==> config.mk <==
export PLATFORM = sky130hd
export DESIGN_NAME = arbiter_k
export DESIGN_NICKNAME = d
export VERILOG_FILES = /design/src/rtl/arbiter_k.sv
export SDC_FILE = /design/constraint.sdc
export NUM_CORES = 1
export LEC_CHECK = 0
export ABC_AREA = 1
export CELL_PAD_IN_SITES_DETAIL_PLACEMENT = 2
export CELL_PAD_IN_SITES_GLOBAL_PLACEMENT = 2
export CORE_MARGIN = 1.5
export CORE_UTILIZATION = 34
export CTS_BUF_LIST = sky130_fd_sc_hd__clkbuf_8
export DETAILED_ROUTE_END_ITERATION = 8
export PLACE_DENSITY_LB_ADDON = 0.1
export SLEW_MARGIN = 20
export SYNTH_ARGS = -nofsm -noshare
export SYNTH_HDL_FRONTEND = slang
export SYNTH_SLANG_ARGS = --single-unit
==> constraint.sdc <==
create_clock -name clk -period 4.91 [get_ports clk]
set_clock_uncertainty 0.1 [all_clocks]
set_input_delay 0.7365 -clock clk [delete_from_list [all_inputs] [get_ports clk]]
set_output_delay 0.7365 -clock clk [all_outputs]
set_load 0.01 [all_outputs]
==> src/rtl/arbiter_k.sv <==
// Four-requestor round-robin arbiter with registered one-hot grants.
// A grant is forcibly rotated after MAX_HOLD cycles when another master is waiting.
//
// state | meaning
// IDLE  | no grant asserted, waiting for any request
// GNT0  | master 0 owns the resource
// GNT1  | master 1 owns the resource
// GNT2  | master 2 owns the resource
// GNT3  | master 3 owns the resource
module arbiter_k #(
    parameter int MAX_HOLD = 4
) (
    input  logic clk,
    input  logic rst,
    input  logic req0,
    input  logic req1,
    input  logic req2,
    input  logic req3,
    output logic gnt0,
    output logic gnt1,
    output logic gnt2,
    output logic gnt3
);

    localparam logic [2:0] IDLE = 3'd0;
    localparam logic [2:0] GNT0 = 3'd1;
    localparam logic [2:0] GNT1 = 3'd2;
    localparam logic [2:0] GNT2 = 3'd3;
    localparam logic [2:0] GNT3 = 3'd4;

    localparam logic [7:0] HOLD_MAX = 8'(MAX_HOLD - 1);

    logic [2:0] state, state_nxt;
    logic [1:0] ptr, ptr_nxt;
    logic [7:0] hold, hold_nxt;
    logic [3:0] req;
    logic [1:0] cur;
    logic [3:0] others;

    assign req    = {req3, req2, req1, req0};
    assign cur    = 2'(state - 3'd1);
    assign others = req & ~(4'b0001 << cur);

    // First asserted request scanning p, p+1, p+2, p+3 (mod 4); lowest offset wins.
    function automatic logic [1:0] sel(input logic [1:0] p, input logic [3:0] r);
        logic [1:0] idx;
        sel = p;
        for (int k = 3; k >= 0; k--) begin
            idx = p + 2'(k);
            if (r[idx]) sel = idx;
        end
    endfunction

    function automatic logic [2:0] gnt_state(input logic [1:0] i);
        gnt_state = {1'b0, i} + 3'd1;
    endfunction

    always_comb begin
        state_nxt = state;
        ptr_nxt   = ptr;
        hold_nxt  = hold;
        case (state)
            IDLE: begin
                if (|req) begin
                    state_nxt = gnt_state(sel(ptr, req));
                    hold_nxt  = 8'd0;
                end
            end
            GNT0, GNT1, GNT2, GNT3: begin
                if (req[cur] && (others == 4'b0000 || hold < HOLD_MAX)) begin
                    if (hold < HOLD_MAX) hold_nxt = hold + 8'd1;
                end else begin
                    // Release or hold expiry: the current owner is excluded from the scan.
                    ptr_nxt  = cur + 2'd1;
                    hold_nxt = 8'd0;
                    if (|others) state_nxt = gnt_state(sel(cur + 2'd1, others));
                    else         state_nxt = IDLE;
                end
            end
            default: begin
                state_nxt = IDLE;
                hold_nxt  = 8'd0;
            end
        endcase
    end

    always_ff @(posedge clk) begin
        if (rst) begin
            state <= IDLE;
            ptr   <= 2'd0;
            hold  <= 8'd0;
        end else begin
            state <= state_nxt;
            ptr   <= ptr_nxt;
            hold  <= hold_nxt;
        end
    end

    assign gnt0 = (state == GNT0);
    assign gnt1 = (state == GNT1);
    assign gnt2 = (state == GNT2);
    assign gnt3 = (state == GNT3);

endmodule

======== Yosys cells after proc, flatten, opt, wreduce, memory -nomap -nowiden ========
Index checks and enable logic that the tools add are counted.
word-level totals
  register bits ........................... 13
  logic and storage cells ................. 84
  input port bits ......................... 6
  output and inout port bits .............. 4
cells by class
  shift operators ......................... 1
  multiplexer cells ....................... 39
  eq/ne operators ......................... 7
  reductions and logical operators ........ 10
  $lt $le $gt $ge ......................... 10
  add/sub/neg operators ................... 11
  bitwise gates (word level) .............. 3
operator list
  cell                                                        number
  less-than comparator 2 x 3 -> 1 bit, second input constant  9
  2-to-1 mux 2 bit                                            13
  2-to-1 mux 8 bit                                            3
  binary-select mux 1 bit (select 2 bit)                      9
  case mux 8 bit (2 select lines)                             1
  OR reduction 4 bit                                          3
  2-to-1 mux 1 bit                                            9
  2-to-1 mux 3 bit                                            3
  adder 2 bit, second input constant                          4
  adder 8 x 1 -> 8 bit, second input constant                 1
  less-than comparator 8 x 2 -> 1 bit, second input constant  1
  adder 2 x 1 -> 2 bit, second input constant                 3
  adder 2 x 1 -> 3 bit, second input constant                 2
  equality test 3 x 2 -> 1 bit, second input constant         2
  case mux 3 bit (2 select lines)                             1
  AND reduction 2 bit                                         3
  bitwise AND 4 bit                                           1
  zero test 4 bit                                             1
  inequality test 2 bit, second input constant                2
  inverter 4 bit                                              1
  << shifter 1 x 2 -> 4 bit, first input constant             1
  equality test 3 x 1 -> 1 bit, second input constant         1
  equality test 3 bit, second input constant                  1
  zero test 3 bit                                             1
  5 further kinds                                             5

======== Longest topological paths before layout ========
  word-level depth ........................ 17
  mapped depth ............................ 18
  depth with buffers taken out ............ 17

======== Worst setup path before layout ========
OpenSTA, ideal clock, no wires.
  kind .................................... reg2reg
  start point ............................. reg state[0]
  end point ............................... reg state[1]
  path buffers ............................ 1
  data required time ...................... 4.690 ns
  path slack .............................. 2.627 ns
  setup time .............................. 0.120 ns
  arrival time ............................ 2.064 ns
  stages on the path, launching flop included .. 17
  cells stage by stage .................... dfxtp_1 -> buf_6 -> inv_4 -> ha_1 -> inv_1 -> nand3_1 -> nand2_1 -> a21oi_1 -> o21ai_0 -> nand2_1 -> nand3_1 -> nand2_1 -> ha_1 -> nand3_1 -> nand2_1 -> o21ai_0 -> a21oi_1
on the way
  cells in the longest elaborated chain, start to end .. 17
  elaborated cells on any way between the ends .. 42
ends and longest elaborated chain
  what                                                                line  source
  start, declared                                                     33    logic [2:0] state, state_nxt;
  start signal, assigned                                              93    state <= state_nxt;
  branches (longest 17 deep; another with subtractor 2 x 1 -> 2 bit)  --
Several ways; the timed one is not identified. The select of a mux whose other input is x is not followed.
A chain may end at the register's enable or synchronous reset.

======== Worst setup path in the final report ========
Same ends and word-level chain as after synthesis.

==> flow_summary.yaml <==
logic_synthesis:
  synth_cells: 194
  yosys_warnings: 0
  synth_area_mm2: 0.001154
  ys_seq_area_frac: 0.2256
  yosysUniqueCellTypes: 22
  ys_seq_elements: 13
  avgSynthCellArea_um2: 5.946
  synth_fp_nets: 209
job:
  max_cap_viol_count: 0
timing:
  period_share: 0.6012
  fin_crit_ps: 2952
  slew-limit-headroom: 0.6132
  fmaxAchievable_mhz: 338.8
  hold_viol: 0
  finalMaxSlewViolations: 0
  hold_slack_ps: 344.7
  worst_pin_slew_ps: 579.5
  rsz0062_at_grt: "no"
  setup_tns_ps: 0
  setup_violations: 0
floorplanning:
  die_h_um: 61.25
  die_x_um: 61.25
  pin_count: 10
  design.die.area_mm2: 0.003752
  initial_core_util: 0.3688
  core_area_mm2: 0.003128
  num_rows: 20
final_layout:
  seqCellArea_um2: 260.3
  fin_nets: 220
  nFillCells: 410
  drive_gt1_frac: 0.1029
  diodes: 0
  multiInputGateArea_um2: 749.5
  syn_to_final_growth_pct: 14.21
worst_setup_path:
  setup.worst_path.start_class: "flop"
  crit_type: "reg -> reg"
  endpoint_kind: "flop"
  cp.required_ps: 4930
  cp.arrival_ps: 2970
  cp_max_fo: 13
  r2r_setup_slack_ps: 1960
routing:
  routed_wl_um: 3627
  dr.pass1.iters: 4
  drtIter0Drc: 46
  antenna_left: 0
  via_per_inst: 4.935
  vias: 1224
  routedWlPerCell_um: 14.63
  drcViolationCount: 0
clock_tree:
  cts_setup_buffers: 0
  post_cts_resized: 0
  cts_tree: "yes"
  cts_sinks: 13
  path_clk_slew_ps: 50
  cts_max_path_buffers: 2
  worstSkewPairLatency_ps: 240
  cts_hold_buf: 0
  cts_buffers: 3
  h-tree-depth: 1
  cts-root-buf: "clkbuf_8"
power_and_ir_drop:
  powerDensity_mw_per_mm2: 637.5
  vdd_drop_max_v: 0.0002850
  leakage_nw: 0.7005
global_routing:
  antenna_found_initial: 0
  grt_pass1_vias: 1282
  grt_pass1_wl_um: 6044
  grt_max_degree: 14
  track_usage: 0.2195
  overflow: 0
placement:
  hpwlAfterDp_um: 2991
  io_buffers: 9
  gp_congestion: 0.8054
worst_hold_path:
  hold_path_class: "reg -> reg"
run_status:
  outcome: "complete, no violations"
cells in the final DEF, fill, tap and decap left out:
cell type        count
a21boi_0             1
a21oi_1              9
a21oi_2              1
clkbuf_8             3
clkdlybuf4s50_1      9
dfxtp_1             13
ha_1                 9
inv_1               25
inv_2                4
inv_4                2
nand2_1             69
nand2_2              3
nand2_4              2
nand3_1             17
nand3_2              2
nand4_1              3
nor2_1              13
nor2_2               3
nor3_1               3
o21ai_0              7
o21ai_1              5
o21ai_2              1
metal layers:
layer,GRT usage,routed length [um],vias to the layer above
met5,0,0,-
met4,0.01863,0,0
met3,0.03151,61,0
met2,0.4073,1841,9
met1,0.2781,1724,586
li1,-,-,629
synth_stat cells:
| cell | count | area, um^2 |
|---|---|---|
| nand2_2 | 3 | 18.77 |
| buf_6 | 2 | 22.52 |
| inv_4 | 2 | 12.51 |
| dfxtp_1 | 13 | 260.3 |
| nand3_1 | 17 | 85.08 |
| ha_1 | 9 | 112.6 |
| nand2_1 | 69 | 259.0 |
| a21oi_1 | 9 | 45.04 |
| nor3_1 | 3 | 15.01 |
| nor2_1 | 13 | 48.80 |
| nand2_4 | 2 | 22.52 |
| o21ai_2 | 1 | 8.760 |
| nand3_2 | 2 | 20.02 |
| a21boi_0 | 1 | 7.510 |
| o21ai_0 | 7 | 35.03 |
| nand4_1 | 3 | 18.77 |
| inv_1 | 24 | 90.09 |
| o21ai_1 | 5 | 25.02 |
| nor2_2 | 3 | 18.77 |
| buf_1 | 1 | 3.750 |
| inv_2 | 4 | 15.01 |
| a21oi_2 | 1 | 8.760 |
path summary, 6_finish.rpt:
path,end,from,cells after the start
max,state[1]$_SDFFE_PP0P_,state[0]$_SDFFE_PP0P_,15
min,hold[3]$_SDFFE_PP0P_,hold[3]$_SDFFE_PP0P_,2
max reg2reg,state[1]$_SDFFE_PP0P_,state[0]$_SDFFE_PP0P_,15
min reg2reg,hold[3]$_SDFFE_PP0P_,hold[3]$_SDFFE_PP0P_,2
flip-flops by register name, summed over array words and instances (netlist names):
signal	cells
hold	8
state	3
ptr	2
stage by stage:
stage	setup slack (ps)	utilization	cells	area, um^2	total power, W
CTS	1945	0.4212	248	1318	0.0008525
floorplan	2627	-	194	1154	0.0005982
finish	1958	0.4212	248	1318	0.0008399
global placement	1964	0.4068	244	1272	0.0007129
global route	1693	0.4212	248	1318	0.0009344
detailed placement	1912	0.4068	244	1272	0.0007528
worst max-delay path, cell delays in order, from the launching register on:
cell     delay [ps]
dfxtp_1         680
inv_4           150
ha_1            410
inv_1           170
nand3_1         110
nand2_1         120
a21oi_1          70
o21ai_0         160
nand2_1          90
nand3_1          90
nand2_1          80
ha_1            270
nand3_1          80
nand2_1          60
o21ai_0         150
a21oi_1          50
layout make-up:
| type | count | area share |
|---|---|---|
| Timing Repair Buffer | 9 | 0.06838 |
| Multi-Input combinational cell | 148 | 0.5689 |
| Clock inverter | 1 | 0.002849 |
| Sequential cell | 13 | 0.1975 |
| Inverter | 30 | 0.08927 |
| Tap cell | 44 | 0.04179 |
| Clock buffer | 3 | 0.03134 |
power breakdown:
part	leakage [nW]	switching [W]	internal [W]
Clock	0.0269	0.0000355	0.0000550
Combinational	0.568	0.000382	0.000200
Sequential	0.106	0.0000396	0.000128
Total	0.701	0.000457	0.000383
kinds of logic after synthesis:
logic type,count (synthesis),synth area share
simple gates,115,0.4393
fa+ha+maj,9,0.09762
flops,13,0.2256
buf+inv,33,0.1247
compound gates,24,0.1128
(Power assumes the default switching activity.)
